--- config.mk ---
export PLATFORM = sky130hd
export DESIGN_NAME = atm_account_arbiter
export DESIGN_NICKNAME = d
export VERILOG_FILES = /design/src/rtl/atm_account_arbiter.sv
export SDC_FILE = /design/constraint.sdc
export NUM_CORES = 1
export LEC_CHECK = 0
export ABC_AREA = 0
export BUFFER_PORTS_ARGS = -buffer_cell sky130_fd_sc_hd__clkbuf_2
export CORE_MARGIN = 10
export CORE_UTILIZATION = 43
export DETAILED_ROUTE_END_ITERATION = 7
export PLACE_DENSITY = 0.82
export SETUP_SLACK_MARGIN = 0.1
export SLEW_MARGIN = 10
export SYNTH_ARGS = -nofsm -noshare
export SYNTH_HDL_FRONTEND = slang
export SYNTH_SLANG_ARGS = --single-unit
--- constraint.sdc ---
create_clock -name clk -period 1.7 [get_ports clk]
set_input_delay 0.085 -clock clk [delete_from_list [all_inputs] [get_ports clk]]
set_output_delay 0.085 -clock clk [all_outputs]
set_load 0.1 [all_outputs]
--- src/rtl/atm_account_arbiter.sv ---
// Two-terminal round-robin arbiter for a shared single-port balance memory.
// Ports: req/we/card_number/wdata/session per terminal, ack/conflict/rdata back, mem_* to the store.
module atm_account_arbiter #(
  parameter int card_width    = 3,
  parameter int balance_width = 20
) (
  input  logic                       clk,
  input  logic                       rst,
  input  logic [1:0]                 req,
  input  logic [1:0]                 we,
  input  logic [2*card_width-1:0]    card_number,
  input  logic [2*balance_width-1:0] wdata,
  input  logic [1:0]                 session,
  output logic [1:0]                 ack,
  output logic [1:0]                 conflict,
  output logic [balance_width-1:0]   rdata,
  output logic                       mem_en,
  output logic                       mem_we,
  output logic [card_width-1:0]      mem_addr,
  output logic [balance_width-1:0]   mem_wdata,
  input  logic [balance_width-1:0]   mem_rdata
);

  localparam logic [1:0] IDLE    = 2'd0;
  localparam logic [1:0] ISSUE   = 2'd1;
  localparam logic [1:0] CAPTURE = 2'd2;
  localparam logic [1:0] ACK     = 2'd3;

  logic [1:0]               state;
  logic                     g;
  logic                     we_l;
  logic [card_width-1:0]    card_l;
  logic [balance_width-1:0] wdata_l;
  logic                     blocked;
  logic                     last_grant;
  logic [1:0]               lock_valid;
  logic [card_width-1:0]    lock_card [2];

  logic                     pick;
  logic [card_width-1:0]    card_sel;
  logic [balance_width-1:0] wdata_sel;
  logic                     blk;

  // Tie goes to whoever did not win last time.
  always_comb begin
    pick      = (req == 2'b11) ? ~last_grant : req[1];
    card_sel  = pick ? card_number[2*card_width-1:card_width]
                     : card_number[card_width-1:0];
    wdata_sel = pick ? wdata[2*balance_width-1:balance_width]
                     : wdata[balance_width-1:0];
    blk       = lock_valid[~pick] && (lock_card[~pick] == card_sel);
  end

  // Every output is registered on the edge that enters the state it
  // belongs to, so mem_en is high throughout ISSUE and ack throughout ACK.
  always_ff @(posedge clk or posedge rst) begin
    if (rst) begin
      state        <= IDLE;
      g            <= 1'b0;
      we_l         <= 1'b0;
      card_l       <= '0;
      wdata_l      <= '0;
      blocked      <= 1'b0;
      last_grant   <= 1'b1;
      lock_valid   <= 2'b00;
      lock_card[0] <= '0;
      lock_card[1] <= '0;
      ack          <= 2'b00;
      conflict     <= 2'b00;
      rdata        <= '0;
      mem_en       <= 1'b0;
      mem_we       <= 1'b0;
      mem_addr     <= '0;
      mem_wdata    <= '0;
    end else begin
      ack      <= 2'b00;
      conflict <= 2'b00;
      mem_en   <= 1'b0;
      mem_we   <= 1'b0;
      unique case (state)
        IDLE: begin
          if (|req) begin
            g          <= pick;
            we_l       <= we[pick];
            card_l     <= card_sel;
            wdata_l    <= wdata_sel;
            blocked    <= blk;
            last_grant <= pick;
            mem_en     <= ~blk;
            mem_we     <= we[pick] & ~blk;
            mem_addr   <= card_sel;
            mem_wdata  <= wdata_sel;
            state      <= ISSUE;
          end
        end
        ISSUE: state <= CAPTURE;
        CAPTURE: begin
          if (blocked)   rdata <= '0;
          else if (we_l) rdata <= wdata_l;
          else           rdata <= mem_rdata;
          ack      <= g ? 2'b10 : 2'b01;
          conflict <= blocked ? (g ? 2'b10 : 2'b01) : 2'b00;
          state    <= CAPTURE + 2'd1;
        end
        ACK: begin
          if (!blocked && session[g]) begin
            lock_valid[g] <= 1'b1;
            lock_card[g]  <= card_l;
          end
          state <= IDLE;
        end
        default: state <= IDLE;
      endcase
      // Session drop wins over a same-cycle lock set.
      for (int i = 0; i < 2; i++)
        if (!session[i]) lock_valid[i] <= 1'b0;
    end
  end

endmodule

Word-level counts from Yosys, hierarchy flattened

Index checks and enable logic that the tools add are counted.

Register bits: 63
Input port bits: 74
Output and inout port bits: 49
Logic and storage cells: 84

Magnitude comparators: 7
Equal/unequal tests: 10
Multiplexer cells: 33
Bitwise logic cells: 7
Reduce and logical (&&, ||, !) cells: 11

Operators by type and width:

| kind               | number |
|---|---|
| $mux 20            | 3 |
| $mux 3             | 5 |
| $mux 1             | 14 |
| $mux 2             | 7 |
| $ne 2x1->1 const B | 4 |
| $pmux 2 s4         | 1 |
| $reduce_and 2->1   | 4 |
| $bwmux 6           | 1 |
| $eq 2x2->1 const B | 3 |
| $lt 1x2->1 const B | 3 |
| $ge 2x2->1 const B | 2 |
| $logic_and 1x1->1  | 4 |
| $not 1->2          | 2 |
| $demux 3 s1        | 1 |
| $eq 3x3->1         | 1 |
| $not 1->1          | 3 |
| $eq 2x1->1 const B | 1 |
| $logic_not 2->1    | 1 |
| $lt 2x1->1 const B | 1 |
| $ne 2x2->1 const B | 1 |
| $or 2x2->2         | 1 |
| $reduce_or 2->1    | 1 |
| $and 1x1->1        | 1 |
| $demux 1 s1        | 1 |
| other kinds (2)    | 2 |

Logic depth before layout (Yosys ltp)

Gate-level depths: netlist of run 1.

Depth in word-level cells: 13
Depth in mapped cells: 6
Depth with buffers taken out: 6

Worst setup path before layout of run 1

OpenSTA, ideal clock, no wires.

Path kind: reg-to-reg
Start: register state[0]
End: register blocked
Setup time: 122 ps
Data arrival time: 1281 ps
Data required time: 1578 ps
Slack: 297 ps
Stages on the path, launching flop included: 7
Buffers on the path: 0
Clock period less this slack: 1403 ps
Path through: dfrtp_1 -> inv_1 -> ha_1 -> o21ai_2 -> and2b_4 -> a22oi_4 -> a21boi_2

Word-level cells in the longest chain between the ends: 2

Ends and longest elaborated chain:

| what                       | line | source |
|---|---|---|
| start, declared            | 29   | `logic [1:0] state;` |
| start signal, assigned     | 103  | `state <= CAPTURE + 2'd1;` |
| $logic_not 2->1            | 80   | `unique case (state)` |
| $reduce_and 2->1 (no line) | --   |  |
| end signal, assigned       | 87   | `blocked <= blk;` |
| end, declared              | 34   | `logic blocked;` |

No other way between the ends.
A chain may end at the register's enable or synchronous reset.

Final worst setup path of run 1

Ends and elaborated chain as after synthesis.

==> impl_results.md, run 1 <==
* Detail-routed via count per cell at around 5
* Clock Skew at approximately 9.4 ps
* DRC at 0
* Yosys warning count at 0
* First-pass GRT wire length at between 10000 and 15000 um
* Final Critical Period at around 1400 ps
* #FFs+latches synth at 63
* Fraction of registers with async set/reset at 100%
* Synth area leader: dfrtp_1
* Vias in the first global route at ~2500
* Routed length per instance at 16.8 um
* Startpoint types: register
* WS Path Type: reg -> reg
* WL final at a little under 8000 um
* Number of synthesized flops with an enable pin at 0
* Mapped Area at ~2900 um^2
* Core area at 6460 um^2
* CP Capture Type: register
* Final Cycle Share at approximately 84%
* H-tree Lvls at 3
* # setup viols final at 0
* Share of cells above drive strength 1 at around 40%
* Worst Max-Slew Pin Slew at approximately 580 ps
* Worst R2R Path Depth at 6
* Clock sinks at 63
* Worst hold margin at around 27 ps
* TritonRoute pass-1 iters at 5
* Cells after Synth at 258
* Clock-pin transition on the worst setup and hold timing paths at ~70 ps
* Req. time, crit path at 1920 ps
* Post-DP HPWL at 6350 um
* Routed Antenna Nets at 0
* Gr usage total at ~15%
* Worst reg2reg path endpoint: blocked
* RSZ-0062 raised after global routing: no
* Initial Utilization at around 45%
* Fmax at ~700 MHz
* TNS Setup at 0 ps
* Synthesized Nets at 335
* # nets final at between 400 and 500
* Core Rows at 29
* Global route total overflow at 0
* Syn_area_per_cell at about 11 um^2
* PortBufs at ~120
* Share of the synthesized area in the top cell type at ~53%
* DIE AREA at ~10000 um^2
* Status: finished, final reports clean
* Root Buffer: clkbuf_8
* CP startpoint: state[0]
* Seq/Total Area, Yosys at around 54%
* Clk Latency, worst-skew pair at around 330 ps
* Top_reg_cell synth: dfrtp_1
* R2R setup slack at 270 ps
* Synth area leaders: dfrtp_1 (53%), mux2i_1 (15%), o22ai_1 (4.3%)
* Area Overhead vs Synth at 33.0%
* Arr. time, crit path at approximately 1600 ps
* Via Count at between 2000 and 2500
* # IOs at between 100 and 150
* Cell variety after synth at 30
* Die X at ~100 um
* Number of CTS-inserted buffers at 9
* Initial antenna violation count at 0
* Chip height at 102 um
* Max Cap Viol at 0
* Placer Congestion at between 0.7 and 0.8
* CTS tree: yes
* CP Max Fanout at 6
* Hold crit path type: in -> reg
* Worst relative slew slack at about three fifths
* DR iter-0 viols at between 70 and 80
* Max Slew Vio Count at 0
* Worst r2r src: state[0]
* Hold Vio Cnt, Final at 0
* Largest net degree at the start of global routing at 64
* CP endpoint: blocked
* Final core utilization at 59.8%
* Ant diodes at 0
* CTS Buffer Depth at 2
-- through the flow --
step / setup WS, ps / cell area, um^2 / instances
2_1_floorplan: 297 / 2910 / 258
3_3_place_gp: 261 / 3620 / 452
3_5_place_dp: 199 / 3620 / 452
4_1_cts: 196 / 3860 / 471
5_1_grt: 162 / 3860 / 471
6_report: 272 / 3860 / 471
-- metal layers --
layer | vias up | routed length, um | GRT usage [%]
li1 | 1144 | - | -
met1 | 1079 | 3020 | 16.8
met2 | 63 | 4260 | 27.1
met3 | 19 | 420 | 3.44
met4 | 0 | 234 | 7.27
met5 | - | 0 | 0
-- layout make-up --
class | instances | area [um^2]
fillers | 547 | 2600
flip-flops and latches | 63 | 1580
multi-input cells | 155 | 1150
clock buffers | 10 | 128
repair buffers | 135 | 728
clock inverters | 6 | 85.1
inverters | 25 | 97.6
well taps | 77 | 96.3
-- sequential cells by signal (all words and copies together) (netlist names) --
register,cells
we_l,1
g,1
last_grant,1
lock_valid,2
ack,2
card_l,3
blocked,1
lock_card,6
mem_en,1
state,2
mem_we,1
wdata_l,20
conflict,2
rdata,20
-- Yosys cell counts (3+ instances only) --
library cell	number
clkbuf_1	8
inv_1	24
ha_1	3
nand4_1	3
o21ai_1	24
o22ai_1	20
dfrtp_1	62
xnor2_1	6
mux2i_1	44
buf_2	4
mux2_1	6
nand2_1	29
nor2_1	3
-- worst min-delay path by stage --
stage / from / endpoint / cells after the start
3_5_place_dp: rst / lock_card[4] / 3
6_report: mem_rdata[1] / rdata[1] / 3
5_1_grt: mem_rdata[5] / rdata[5] / 3
4_1_cts: mem_rdata[4] / rdata[4] / 3
2_1_floorplan: req[0] / last_grant / 1
3_3_place_gp: rst / rdata[11] / 3
-- critical path: stages, from the launching register on --
cell	delay, ps
dfrtp_1	380
inv_1	100
ha_2	260
o21ai_4	100
and2b_4	270
a22oi_4	60
a21boi_2	150
-- cell usage in the layout (no fill, tap or decap), types with 2 or more instances in the layout --
cell,n
buf_4,9
clkbuf_2,122
clkbuf_8,9
nand2_1,29
dlygate4sd3_1,3
mux2_1,6
clkinv_2,2
dfrtp_1,62
inv_1,23
o22ai_1,20
o21ai_1,24
and2_1,2
nor2_1,3
mux2i_1,44
a21o_1,2
bufinv_16,2
clkinvlp_4,3
nand4_1,3
ha_1,2
a31oi_1,2
xnor2_1,6
-- cell families after synthesis --
| logic type | share of synthesized area [%] |
|---|---|
| adder cells (fa/ha/maj) | 1.29 |
| AO/OA/AOI/OAI | 11.5 |
| AND/OR/NAND/NOR | 6.81 |
| flip-flops | 54.3 |
| buffers and inverters | 6.72 |
| XOR/XNOR | 1.81 |
| multiplexers | 17.5 |
-- timing repair --
action	4_1_cts	5_1_grt
endpoints found under the setup margin	0	1
setup buffers	0	0
hold endpoints to repair	64	0
hold buffers	3	0
gates resized for setup	0	1
Power of run 1 is not shown: default switching activity piles up to over one toggle a cycle in this logic, so the estimate is an artifact.
==> run 2: changes to the inputs <==
==> constraint.sdc (replaced) <==
create_clock -name clk -period 1.25 [get_ports clk]
set_input_delay 0.0625 -clock clk [delete_from_list [all_inputs] [get_ports clk]]
set_output_delay 0.0625 -clock clk [all_outputs]
set_load 0.1 [all_outputs]
==> run 2 against run 1 <==
The flow now finishes with violations (setup timing). Wire length up 15%. Critical endpoint unchanged. Fmax up 7.1%. First-iteration DRC count increased by 3.9%. Final cell count rose by 4.9%. Clock skew about the same.
==> impl_results.md, run 2 (synthesis results as in run 1) <==
* CTS Buffer Depth at 2 (unchanged)
* Commonest non-fill, non-tap cell in the layout: clkbuf_2
* First-pass GRT wire length at 13500 um (+8.8%)
* Max Cap Viol at 0 (unchanged)
* Req. time, crit path at 1500 ps (-420 ps)
* # nets final at 488 (+4.7%)
* Largest net degree at the start of global routing at 64 (unchanged)
* GR Layer Usage met2 at 31.1% (+4.0 points)
* Worst relative slew slack at 77.7% (+16 points)
* Hold crit path type: in -> reg
* Vias in the first global route at 2668 (+5.6%)
* Gr usage total at 16.7% (+1.4 points)
* Register area at 1630 um^2 (+3.4%)
* Root Buffer: clkbuf_8
* Number of CTS-inserted buffers at 9 (unchanged)
* # setup viols final at 26 (+26)
* TritonRoute pass-1 iters at 4 (-1)
* Worst hold margin at 14.7 ps (-12.8 ps)
* Initial Utilization at 45.0% (unchanged)
* H-tree Lvls at 3 (unchanged)
* Top Registers: rdata: 20 flops, wdata_l: 20 flops, lock_card: 6 flops
* WL final at 9100 um (+15%)
* Hold Vio Cnt, Final at 0 (unchanged)
* Final core utilization at 69.4% (+9.7 points)
* Global route total overflow at 0 (unchanged)
* Final Cycle Share at 107% (+23 points)
* Max Slew Vio Count at 0 (unchanged)
* CTS tree: yes
* Area Overhead vs Synth at 54.5%
* Gr busiest metal: met2
* Met3 track demand over resource at 3.10% (-0.34 points)
* Core Rows at 29 (unchanged)
* Clk Latency, worst-skew pair at 330 ps (about the same)
* Post-DP HPWL at 6300 um (-0.75%)
* DIE AREA at 10400 um^2 (unchanged)
* CP Capture Type: register
* Fmax at 750 MHz (+7.1%)
* Met1 usage at 17.5% (+0.67 points)
* Filler cell count at 465 (-15%)
* Share of cells above drive strength 1 at 59.9% (+20 points)
* Chip height at 102 um (unchanged)
* Die X at 102 um (unchanged)
* WS Path Type: reg -> reg
* Clock-pin transition on the worst setup and hold timing paths at 70 ps (about the same)
* Final Critical Period at 1330 ps (-94.5 ps)
* Core area at 6460 um^2 (unchanged)
* Most frequent cells in the layout: clkbuf_2 (73), buf_4 (59), dfrtp_2 (43)
* Setup ws final at -83.5 ps (-356 ps)
* Arr. time, crit path at 1590 ps (-50 ps)
* CP Max Fanout at 4 (-2)
* # IOs at 123 (unchanged)
* Clock sinks at 63 (unchanged)
* Failing checks: setup timing
* Worst Max-Slew Pin Slew at 334 ps (-241 ps)
* Worst R2R Path Depth at 6 (unchanged)
* Clock Skew at 9.18 ps (-0.230 ps)
* Initial antenna violation count at 1 (+1)
* RSZ-0062 raised after global routing: yes
* Status: finished with violations
* Placer Congestion at 0.795 (-0.23%)
* Detail-routed via count per cell at 5.02 (+2.5%)
* DR iter-0 viols at 79 (+3.9%)
* PortBufs at 122 (unchanged)
* Multi-input gate area at 1330 um^2 (+16%)
* Routed length per instance at 18.4 um (+9.3%)
* DRC at 0 (unchanged)
* Routed Antenna Nets at 0 (unchanged)
* Via Count at 2478 (+7.5%)
* Startpoint types: register
* Hold depth at 3 (unchanged)
[run 2: changes by cell type in the layout (fill, tap and decap cells not counted), sizes merged, moves of 2 or more]
cell and change:
buf +58, bufinv -2, clkbuf -42, clkinvlp -2
dlygate4sd3 +11
[run 2: area by class of cell]
| class | instances | area share [%] |
|---|---|---|
| diodes | 1 | 0.0558 |
| clock buffers | 15 | 3.71 |
| clock inverters | 1 | 0.112 |
| inverters | 25 | 2.18 |
| multi-input cells | 155 | 29.7 |
| flip-flops and latches | 63 | 36.4 |
| well taps | 77 | 2.15 |
| repair buffers | 157 | 25.8 |
[run 2: final timing paths]
kind	startpoint	to	slack, ps
setup / recovery	state[1]	blocked	-80
max in group asynchronous	rst	last_grant	580
hold reg to reg	lock_valid[0]	lock_valid[0]	490
min in group asynchronous	rst	rdata[6]	370
hold / removal	wdata[3]	wdata_l[3]	10
setup reg to reg	state[1]	blocked	-80
[run 2: critical path, cell delays in order (launching register included)]
cell and delay [ps]:
dfrtp_1 400, inv_2 70, ha_4 170, o21ai_4 90, and2b_4 230, a22oi_4 130
a21boi_2 180
[run 2: timing repair]
action | in CTS | in global routing
hold buffers | 14 | 0
buffers inserted | 0 | 1
resized for setup | 6 | 39
hold endpoints to repair | 73 | 0
setup endpoints to repair | 57 | 59
gates cloned | 0 | 3
pin swaps | 1 | 8
[run 2: per-stage QoR]
step / worst slack [ps] / TNS [ps] / area [um^2] / instances
2_1_floorplan: -28.9 / -32.4 / 3000 / 258
3_3_place_gp: -27.3 / -136 / 3930 / 459
3_5_place_dp: -61.6 / -583 / 3930 / 459
4_1_cts: -66.0 / -855 / 4270 / 489
5_1_grt: -150 / -2870 / 4490 / 494
6_report: -83.5 / -755 / 4490 / 494
[run 2: metal layers]
layer  part of all wire (%)  up-vias
met3                    4.0       17
li1                       -     1195
met4                    2.2        0
met5                      0        -
met2                     56       70
met1                     38     1196
Power of run 2 is left out for the same reason.
